### src/rtl/serial_rx_pkg.sv
// Shared types and constants for the serial word receiver.
// Bit-order encoding matches the shift-register mode it pairs with.
package serial_rx_pkg;

   typedef enum logic [0:0] {RX_IDLE, RX_SHIFT} rx_state_t;

   localparam logic LSB_FIRST = 1'b0;
   localparam logic MSB_FIRST = 1'b1;

endpackage

### src/rtl/rx_out_slot.sv
// One-entry valid/ready output holding register.
// A word arriving while the slot is full and not draining is dropped and flagged.
module rx_out_slot #(
   parameter int WIDTH = 128
) (
   input  logic             clk,
   input  logic             rst,
   input  logic             word_valid,
   input  logic [WIDTH-1:0] word,
   input  logic             out_ready,
   output logic             out_valid,
   output logic [WIDTH-1:0] parallel_out,
   output logic             overrun
);

   logic             valid_q, valid_d;
   logic [WIDTH-1:0] data_q, data_d;
   logic             ovr_q, ovr_d;
   logic             can_load;

   assign can_load = !valid_q || out_ready;

   always_comb begin
      valid_d = valid_q;
      data_d  = data_q;
      ovr_d   = ovr_q;
      if (word_valid && can_load) begin
         // a completing word keeps the slot valid even on a transfer cycle
         valid_d = 1'b1;
         data_d  = word;
      end else if (word_valid) begin
         ovr_d = 1'b1;
      end else if (valid_q && out_ready) begin
         valid_d = 1'b0;
      end
   end

   always_ff @(posedge clk or negedge rst) begin
      if (!rst) begin
         valid_q <= 1'b0;
         data_q  <= '0;
         ovr_q   <= 1'b0;
      end else begin
         valid_q <= valid_d;
         data_q  <= data_d;
         ovr_q   <= ovr_d;
      end
   end

   assign out_valid    = valid_q;
   assign parallel_out = data_q;
   assign overrun      = ovr_q;

endmodule

### src/rtl/serial_word_receiver.sv
// Assembles a qualified serial bitstream (LSB- or MSB-first) into WIDTH-bit words
// and hands each completed word to a one-entry valid/ready output slot.
module serial_word_receiver
   import serial_rx_pkg::*;
#(
   parameter  int WIDTH = 128,
   localparam int CNT_W = $clog2(WIDTH + 1)
) (
   input  logic             clk,
   input  logic             rst,
   input  logic             enable,
   input  logic             msb_first,
   input  logic             frame_start,
   input  logic             sin_valid,
   input  logic             sin,
   output logic             out_valid,
   input  logic             out_ready,
   output logic [WIDTH-1:0] parallel_out,
   output logic [CNT_W-1:0] bit_count,
   output logic             busy,
   output logic             overrun
);

   rx_state_t        state_q, state_d;
   logic [WIDTH-1:0] shreg_q, shreg_d;
   logic [CNT_W-1:0] cnt_q, cnt_d;
   logic             order_q, order_d;
   logic             acc, new_frame, cur_order, word_done;
   logic [WIDTH-1:0] shreg_nxt;

   assign acc = enable && sin_valid;
   // a resync or an idle receiver means the accepted bit opens a fresh frame
   assign new_frame = frame_start || (state_q == RX_IDLE);
   assign cur_order = new_frame ? msb_first : order_q;

   always_comb begin
      if (cur_order == MSB_FIRST) shreg_nxt = {shreg_q[WIDTH-2:0], sin};
      else                        shreg_nxt = {sin, shreg_q[WIDTH-1:1]};
   end

   always_comb begin
      state_d   = state_q;
      shreg_d   = shreg_q;
      cnt_d     = cnt_q;
      order_d   = order_q;
      word_done = 1'b0;
      if (frame_start) begin
         state_d = RX_IDLE;
         cnt_d   = '0;
      end
      if (acc) begin
         shreg_d = shreg_nxt;
         if (new_frame) begin
            order_d = msb_first;
            cnt_d   = CNT_W'(1);
            state_d = RX_SHIFT;
         end else if (cnt_q == CNT_W'(WIDTH - 1)) begin
            cnt_d     = '0;
            state_d   = RX_IDLE;
            word_done = 1'b1;
         end else begin
            cnt_d = cnt_q + CNT_W'(1);
         end
      end
   end

   always_ff @(posedge clk or negedge rst) begin
      if (!rst) begin
         state_q <= RX_IDLE;
         shreg_q <= '0;
         cnt_q   <= '0;
         order_q <= LSB_FIRST;
      end else begin
         state_q <= state_d;
         shreg_q <= shreg_d;
         cnt_q   <= cnt_d;
         order_q <= order_d;
      end
   end

   rx_out_slot #(.WIDTH(WIDTH)) u_slot (
      .clk          (clk),
      .rst          (rst),
      .word_valid   (word_done),
      .word         (shreg_nxt),
      .out_ready    (out_ready),
      .out_valid    (out_valid),
      .parallel_out (parallel_out),
      .overrun      (overrun)
   );

   assign bit_count = cnt_q;
   assign busy      = (state_q == RX_SHIFT);

endmodule

### config.mk
export PLATFORM = sky130hd
export DESIGN_NAME = serial_word_receiver
export DESIGN_NICKNAME = d
export VERILOG_FILES = /design/src/rtl/serial_rx_pkg.sv /design/src/rtl/rx_out_slot.sv /design/src/rtl/serial_word_receiver.sv
export SDC_FILE = /design/constraint.sdc
export NUM_CORES = 1
export LEC_CHECK = 0
export CORE_AREA = 8 8 179 147
export CTS_BUF_LIST = sky130_fd_sc_hd__clkbuf_16
export DETAILED_ROUTE_END_ITERATION = 10
export DIE_AREA = 0 0 187 155
export HOLD_SLACK_MARGIN = 0.12
export PLACE_DENSITY = 0.87
export SLEW_MARGIN = 5
export SYNTH_ARGS = -nofsm -noshare
export SYNTH_HDL_FRONTEND = slang
export SYNTH_SLANG_ARGS = --single-unit
### constraint.sdc
create_clock -name clk -period 2.3 [get_ports clk]
set_clock_uncertainty 0.15 [all_clocks]
set_input_delay 0.46 -clock clk [delete_from_list [all_inputs] [get_ports clk]]
set_output_delay 0.46 -clock clk [all_outputs]
set_load 0.02 [all_outputs]
# == Word level (Yosys, flattened, before mapping) ==
# Cells that the tools add are included.
# op_classes
add_sub_neg,1
eq_ne,2
mux,16
n_bitwise,2
n_reduce_logical,10
# ops
cell,count
$mux W128,1
$mux W8,4
$mux W1,11
$add A8 B1 Y8 const B,1
$eq A8 B7 Y1 const B,1
$reduce_and A2 Y1,2
$reduce_bool A2 Y1,2
$logic_and A1 B1 Y1,3
$logic_or A1 B1 Y1,2
$ne A2 B2 Y1 const B,1
$not A1 Y1,2
$logic_not A1 Y1,1
# word_totals
regBits,268
in_bits,8
out_inout_bits,139
wordCells,38

# == Depth between registers and ports, before layout ==
# Gate-level depths: netlist of run 1.
# depth
ltp_word,7
depth_mapped,7

# == Modules after synthesis ==
# Synthesis of run 1 repeated with hierarchy kept, for this count alone.
# hier_totals
hier_cells,745
hier_area_um2,12473.2
# by_module_without_submodules
mod,n_inst,cells_per_inst,area_per_inst_um2
serial_word_receiver,1,468,7199.4
rx_out_slot,1,277,5273.8

# == Worst setup path after synthesis of run 1 ==
# Ideal clock, no wire load.
# synth_path
path_type,register -> register
start,"reg cnt_q[0], in the netlist bit_count[0]"
end,"reg u_slot.data_q[121], in the netlist u_slot.parallel_out[121]"
arrival_ps,2048
required_time_ps,2025
setup_slack_ps,-22
path_stages_with_launch,8
path_buffers,2
period_less_slack_ps,2322
path_cell_list,dfrtp_1 > ha_1 > nand2_1 > or3_4 > nor4_4 > buf_4 > buf_6 > mux2_2
# synth_between
elab_chain_len,5
# synth_rtl
item,line_no,source
from (decl),serial_word_receiver.sv:26,"logic [CNT_W-1:0] cnt_q, cnt_d;"
from (signal assigned),serial_word_receiver.sv:76,cnt_q <= cnt_d;
$eq A8 B7 Y1,serial_word_receiver.sv:57,end else if (cnt_q == CNT_W'(WIDTH - 1)) begin
$mux W1,serial_word_receiver.sv:57,
$mux W1,serial_word_receiver.sv:53,if (new_frame) begin
$mux W1,serial_word_receiver.sv:51,if (acc) begin
$logic_and A1 B1 Y1,rx_out_slot.sv:27,if (word_valid && can_load) begin
to (signal assigned),rx_out_slot.sv:45,data_q <= data_d;
to (decl),rx_out_slot.sv:17,"logic [WIDTH-1:0] data_q, data_d;"
# No other way between the ends.
# A chain may end at the register's enable or synchronous reset.

# == Worst setup path in the final report of run 1 ==
# layout_path
start,"reg cnt_q[1], in the netlist bit_count[1]"
end,"reg u_slot.data_q[104], in the netlist u_slot.parallel_out[104]"
# The elaborated chain is that of the path after synthesis.

==> impl_metrics.py, run 1 <==
metrics = {
    "synth": {
        "synth_nets": 953,
        "synthArstFlopShare": 1.000,
        "synth_edf_count": 0,
        "synth-main-ff-cell": "dfrtp_1",
        "synth_seq_cells": 268,
        "synth_area_sq_um": 11540,
        "syn_inst": 944,
        "synth_top_area_cell": "dfrtp_1",
        "yosys_warnings": 0,
        "syn_area_per_cell_sq_um": 12.23,
        "synth-seq-area-share": 0.5810,
        "synth_top_area_frac": 0.5810,
        "synthTopCellsByCount": "268 x dfrtp_1, 189 x mux2i_1, 102 x nand2_1, 97 x o21ai_0, 95 x inv_1",
        "synthDistinctLibCells": 31,
        "ys_top_cells_by_area": "dfrtp_1 58%, mux2i_1 16%, mux2_2 8.6%",
        "yosysMostFrequentCell": "dfrtp_1",
    },
    "timing": {
        "worst_pin_slew_ns": 0.6895,
        "fmax_ghz": 0.4309,
        "slew_headroom": 0.5403,
        "final_hold_viol_count": 0,
        "slew_viol_final": 0,
        "setup_slack_ns": -0.02055,
        "rsz0062_at_grt": "true",
        "timing.final.crit_share": 1.009,
        "post-route-min-period_ns": 2.321,
        "setup_viol": 18,
    },
    "route": {
        "ant_nets": 0,
        "vias": 7543,
        "drt_iter0_markers": 450,
        "wl_met1_um": 11440,
        "viasPerCell": 5.170,
        "drt_pre_antenna_iters": 5,
        "met3_wirelength_um": 1220,
        "top_layer": "met4",
        "finalWirelength_um": 25600,
        "drc_errors": 0,
        "wl_per_cell_um": 17.54,
        "wl_met2_um": 12410,
    },
    "run_status": {
        "violations": "setup timing",
        "outcome": "finished, violations left",
    },
    "min_path": {
        "hold_path_class": "in -> async",
    },
    "layout": {
        "finalInstanceArea_sq_um": 14680,
        "fillers": 1817,
        "area_growth_pct": 27.19,
        "antenna_cells": 0,
        "fin_util": 0.6201,
        "layout.nets": 1130,
        "drive_above_1_share": 0.1674,
    },
    "die": {
        "placementRows": 51,
        "io_pins": 147,
        "start_util": 0.4876,
        "die_w_um": 187,
        "dieHeight_um": 155,
        "core_area_sq_um": 23670,
        "die-area_sq_um": 28990,
    },
    "cts": {
        "tritoncts": "built",
        "cts_buffer_depth": 3,
        "root_buffer": "clkbuf_16",
        "clkTransAtPathRegs_ns": 0.06,
        "worstSkewPairLatency_ns": 0.52,
        "htreeDepth": 1,
        "clock_sinks": 268,
        "cts_buffers": 27,
    },
    "setup_path": {
        "crit_chain": "ha_4 -> nand2_2 -> or3_4 -> nor4_4 -> buf_6 -> bufbuf_16 -> mux2_2",
        "slowest_delay_ns": 0.41,
        "critPathTopFamily": "simple AND/OR/NAND/NOR gates",
        "crit_required_ns": 2.55,
        "arrival_ns": 2.57,
        "crit_path_top_delay_cell": "dfrtp_2",
        "critPathKind": "reg -> reg",
        "cp-start-kind": "flop",
        "worst-path-buf-inv": 2,
        "critPathMaxFanout": 20,
        "endpoint_kind": "flop",
    },
    "power_and_ir_drop": {
        "p_leak_uw": 0.007031,
        "max-vdd-ir-drop_mv": 0.4955,
        "p_per_area_nw_per_um2": 635.8,
    },
    "grt": {
        "grt_pass1_vias": 7946,
        "antenna_found_initial": 0,
        "grt_pass1_wl_um": 41470,
        "overflow": 0,
        "grt_max_degree": 191,
        "track_usage": 0.1699,
    },
    "place": {
        "gp_congestion": 0.8061,
        "placed_area_sq_um": 13620,
        "io_buffer_count": 146,
        "hpwl_um": 16430,
    },
    "run": {
        "cap_violations": 0,
    },
}
layer usage:
metal	vias to the layer above	GRT usage
li1	3523	-
met1	3824	0.2265
met2	161	0.2821
met3	35	0.03691
met4	0	0.03888
met5	-	0
registers in the layout, indices dropped and copies added (netlist names):
name and cells:
order_q 1, shreg_q 128, bit_count 8, busy 1
u_slot.parallel_out 128, u_slot.out_valid 1, u_slot.overrun 1
final timing paths:
check,from,endpoint,slack [ns],cells after the start
max,bit_count[1],u_slot.parallel_out[104],-0.02,7
min,rst,u_slot.parallel_out[113],0.31,2
max reg2reg,bit_count[1],u_slot.parallel_out[104],-0.02,7
min reg2reg,u_slot.overrun,u_slot.overrun,0.32,1
max in group asynchronous,rst,u_slot.parallel_out[89],0.98,3
min in group clk,u_slot.overrun,u_slot.overrun,0.32,1
final cells by class:
cell class / instances / area, sq um / share of cell area
sequential: 268 / 6709 / 0.4570
multi-input combinational: 528 / 4217 / 0.2872
timing repair buffer: 201 / 2232 / 0.1521
clock buffer: 27 / 675.6 / 0.04602
tap: 318 / 397.9 / 0.02710
inverter: 95 / 356.6 / 0.02429
clock inverter: 22 / 92.59 / 0.006307
cells in the final DEF, fill, tap and decap left out, types with 2 or more instances in the layout:
cell type and count:
a21oi_1 5, nor2_1 7, clkbuf_16 32, buf_6 2, xnor2_1 4, mux2i_1 183, buf_16 4, dfrtp_1 266
o21ai_0 97, mux2_2 88, nand3_1 4, mux2_1 14, nor3_1 3, nand2_1 100, clkinv_1 9, mux2i_2 5
buf_4 30, dfrtp_2 2, buf_12 12, clkdlybuf4s50_1 145, inv_1 103, clkinv_2 4
metrics by stage:
| stage | hold slack (ns) | power [uW] | setup slack, ns | setup TNS (ns) | std cells |
|---|---|---|---|---|---|
| 2_1_floorplan | 0.01441 | 5281 | 0.05524 | 0 | 944 |
| 3_3_place_gp | 0.2758 | 5519 | -0.3870 | -73.78 | 1397 |
| 3_5_place_dp | 0.2811 | 5541 | -0.4426 | -87.29 | 1397 |
| 4_1_cts | 0.3075 | 9428 | -0.03329 | -0.4859 | 1449 |
| 5_1_grt | 0.3393 | 9683 | -0.07619 | -2.525 | 1459 |
| 6_report | 0.3108 | 9333 | -0.02055 | -0.1924 | 1459 |
worst reg2reg max path: stages (launching register included):
cell       delay [ns]
dfrtp_2          0.41
ha_4             0.15
nand2_2          0.06
or3_4            0.36
nor4_4           0.24
buf_6            0.17
bufbuf_16        0.33
mux2_2           0.35
where the power goes:
group / switching (uW) / internal (uW) / total, uW
sequential: 56.7 / 4780 / 4840
combinational: 357 / 266 / 622
clock: 1760 / 2110 / 3870
total: 2170 / 7160 / 9330
repair_timing:
| item | in CTS | in global routing |
|---|---|---|
| gates cloned | 1 | 6 |
| buffers inserted | 1 | 4 |
| gates resized for setup | 3 | 10 |
| endpoints found under the hold margin | 48 | 0 |
| hold buffers | 1 | 0 |
| endpoints found under the setup margin | 65 | 112 |
cells by family after synthesis:
group	count (synthesis)	synth area share
XOR/XNOR	4	0.003035
buffers and inverters	148	0.05843
flip-flops	268	0.5810
multiplexers	291	0.2634
AO/OA/AOI/OAI	105	0.04607
AND/OR/NAND/NOR	127	0.04694
adder cells (fa/ha/maj)	1	0.001084
Power figures use the tool's default switching activity.
==> run 2: changes to the inputs <==
--- a/config.mk
+++ b/config.mk
@@ -5,10 +5,10 @@
 export SDC_FILE = /design/constraint.sdc
 export NUM_CORES = 1
 export LEC_CHECK = 0
-export CORE_AREA = 8 8 179 147
+export CORE_AREA = 8 8 161 163
 export CTS_BUF_LIST = sky130_fd_sc_hd__clkbuf_16
 export DETAILED_ROUTE_END_ITERATION = 10
-export DIE_AREA = 0 0 187 155
+export DIE_AREA = 0 0 169 171
 export HOLD_SLACK_MARGIN = 0.12
 export PLACE_DENSITY = 0.87
 export SLEW_MARGIN = 5
==> run 2 against run 1 <==
  * The run now ends clean
  * Via count shrank 1.1%
  * Routed wire length fell by 0.91%
  * Hold slack improved by 0.0055 ns
  * First-iteration DRC count rose by 4.9%
  * Maximum frequency rose by 2.7%
  * Largest power group unchanged
  * Highest routed layer unchanged
==> impl_metrics.py, run 2 (synthesis results as in run 1) <==
metrics = {
    "run_status": {
        "outcome": "finished, final reports clean",
    },
    "place": {
        "dp.cells": 1406,
        "hpwl_um": 17030,
        "gp_congestion": 0.8159,
        "io_buffer_count": 146,
        "dp_slack_ns": -0.4772,
    },
    "grt": {
        "overflow": 0,
        "track_usage": 0.1703,
        "antenna_found_initial": 0,
        "grt_pass1_wl_um": 40830,
        "grt_pass1_vias": 7864,
        "grt_max_degree": 131,
    },
    "route": {
        "finalWirelength_um": 25360,
        "vias": 7459,
        "wl_met2_um": 12110,
        "met3_wirelength_um": 1433,
        "drt_iter0_markers": 472,
        "drc_errors": 0,
        "top_layer": "met4",
        "ant_nets": 0,
        "wl_met1_um": 11570,
        "viasPerCell": 5.098,
        "drt_pre_antenna_iters": 4,
        "wl_per_cell_um": 17.34,
    },
    "power_and_ir_drop": {
        "fin_total_pwr_uw": 9696,
        "p_per_area_nw_per_um2": 657.2,
        "p_comb_frac": 0.066,
        "max-vdd-ir-drop_mv": 0.6569,
        "p_int_uw": 7432,
        "switching_share": 0.2336,
        "seq_power_share": 0.499,
        "clkPwrFrac": 0.435,
        "netSwitchingPower_uw": 2265,
        "p_leak_uw": 0.007081,
    },
    "timing": {
        "setup_slack_ns": 0.04101,
        "rsz0062_at_grt": "true",
        "setup_viol": 0,
        "fmax_ghz": 0.4427,
        "final_hold_viol_count": 0,
        "worst_pin_slew_ns": 0.6896,
        "slew_headroom": 0.5402,
        "timing.final.crit_share": 0.9822,
        "fin_setup_tns_ns": 0,
        "post-route-min-period_ns": 2.259,
        "fin_hold_ws_ns": 0.3163,
        "slew_viol_final": 0,
    },
    "die": {
        "die-area_sq_um": 28900,
        "start_util": 0.4962,
        "placementRows": 56,
        "io_pins": 147,
        "dieHeight_um": 171,
        "die_w_um": 169,
        "core_area_sq_um": 23260,
    },
    "layout": {
        "antenna_cells": 0,
        "fillers": 1766,
        "final_cell_count_no_fill": 1463,
        "drive_above_1_share": 0.1731,
        "layout.nets": 1133,
        "area_growth_pct": 27.83,
        "final_common_cell": "dfrtp_1",
        "most-common-layout-cells": "266 x dfrtp_1, 187 x mux2i_1, 143 x clkdlybuf4s50_1",
    },
    "cts": {
        "tritoncts": "built",
        "worstSkewPairLatency_ns": 0.53,
        "cts_buffers": 27,
        "clock_sinks": 268,
        "root_buffer": "clkbuf_16",
        "cts_buffer_depth": 3,
        "htreeDepth": 1,
        "clkTransAtPathRegs_ns": 0.06,
    },
    "setup_path": {
        "cp-start-kind": "flop",
        "critPathKind": "reg -> reg",
        "reg2reg_from": "bit_count[0]",
        "critPathMaxFanout": 21,
        "arrival_ns": 2.52,
        "r2r-end": "u_slot.parallel_out[114]",
        "r2r_cells": 7,
        "endpoint_kind": "flop",
        "crit_required_ns": 2.56,
        "ff2ff_setup_slack_ns": 0.04,
    },
    "run": {
        "cap_violations": 0,
    },
    "min_path": {
        "hold_start": "u_slot.overrun",
        "hold_path_end": "u_slot.overrun",
        "hold_path_class": "reg -> reg",
        "whs_path_depth": 1,
    },
}
run 2: cell types whose count changed in the layout (fill, tap and decap cells not counted), sizes merged:
cell / before / now
bufinv: 0 / 2
clkinv: 14 / 7
buf: 49 / 55
clkbuf: 32 / 30
bufbuf: 1 / 0
inv: 103 / 101
clkinvlp: 0 / 7
clkdlybuf4s50: 145 / 143
dlymetal6s2s: 0 / 2
run 2: critical path, cell delays in order, from the launching register on:
cell and delay, ns:
dfrtp_2 0.38, ha_4 0.15, nand2_2 0.05, or3_4 0.35, nor4_4 0.31, buf_6 0.19, buf_12 0.18, mux2_2 0.35
run 2: cell type report:
cell class	instances	area [sq um]	share of cell area
Clock buffer	27	675.6	0.04579
Clock inverter	22	176.4	0.01196
Inverter	95	356.6	0.02417
Multi-Input combinational cell	528	4209	0.2853
Sequential cell	268	6709	0.4547
Tap cell	319	399.1	0.02705
Timing Repair Buffer	204	2228	0.1510
run 2: power by group through the flow:
stage                     logic [uW]  clock network, uW  registers (uW)
final                            636               4220            4840
after global routing             697               4510            4850
after CTS                        640               4320            4840
after detailed placement         633                  0            4930
after global placement           615                  0            4920
after floorplan                  370                  0            4910
run 2: repair_timing:
item / in CTS / in global routing
gates cloned: 0 / 4
buffers inserted: 0 / 3
setup endpoints to repair: 15 / 129
pin swaps: 0 / 0
hold endpoints to repair: 68 / 0
hold buffers: 1 / 0
resized for setup: 1 / 17
run 2: metal layers:
metal  track usage  up-vias
met1        0.2242     3728
li1              -     3536
met5             0        -
met3       0.03457       28
met4       0.03194        0
met2        0.2905      167
run 2: how the worst max path moves through the flow:
stage,from,endpoint,cells after the start
after floorplan,bit_count[0],u_slot.parallel_out[121],7
after global placement,frame_start,shreg_q[34],7
after detailed placement,frame_start,shreg_q[51],7
after CTS,bit_count[0],u_slot.parallel_out[67],7
after global routing,bit_count[0],u_slot.parallel_out[114],7
final,bit_count[0],u_slot.parallel_out[114],7
run 2: stage by stage:
stage	util	cell area (sq um)
floorplan	-	11540
global placement	0.5885	13690
detailed placement	0.5885	13690
CTS	0.6257	14560
global route	0.6343	14750
finish	0.6343	14750
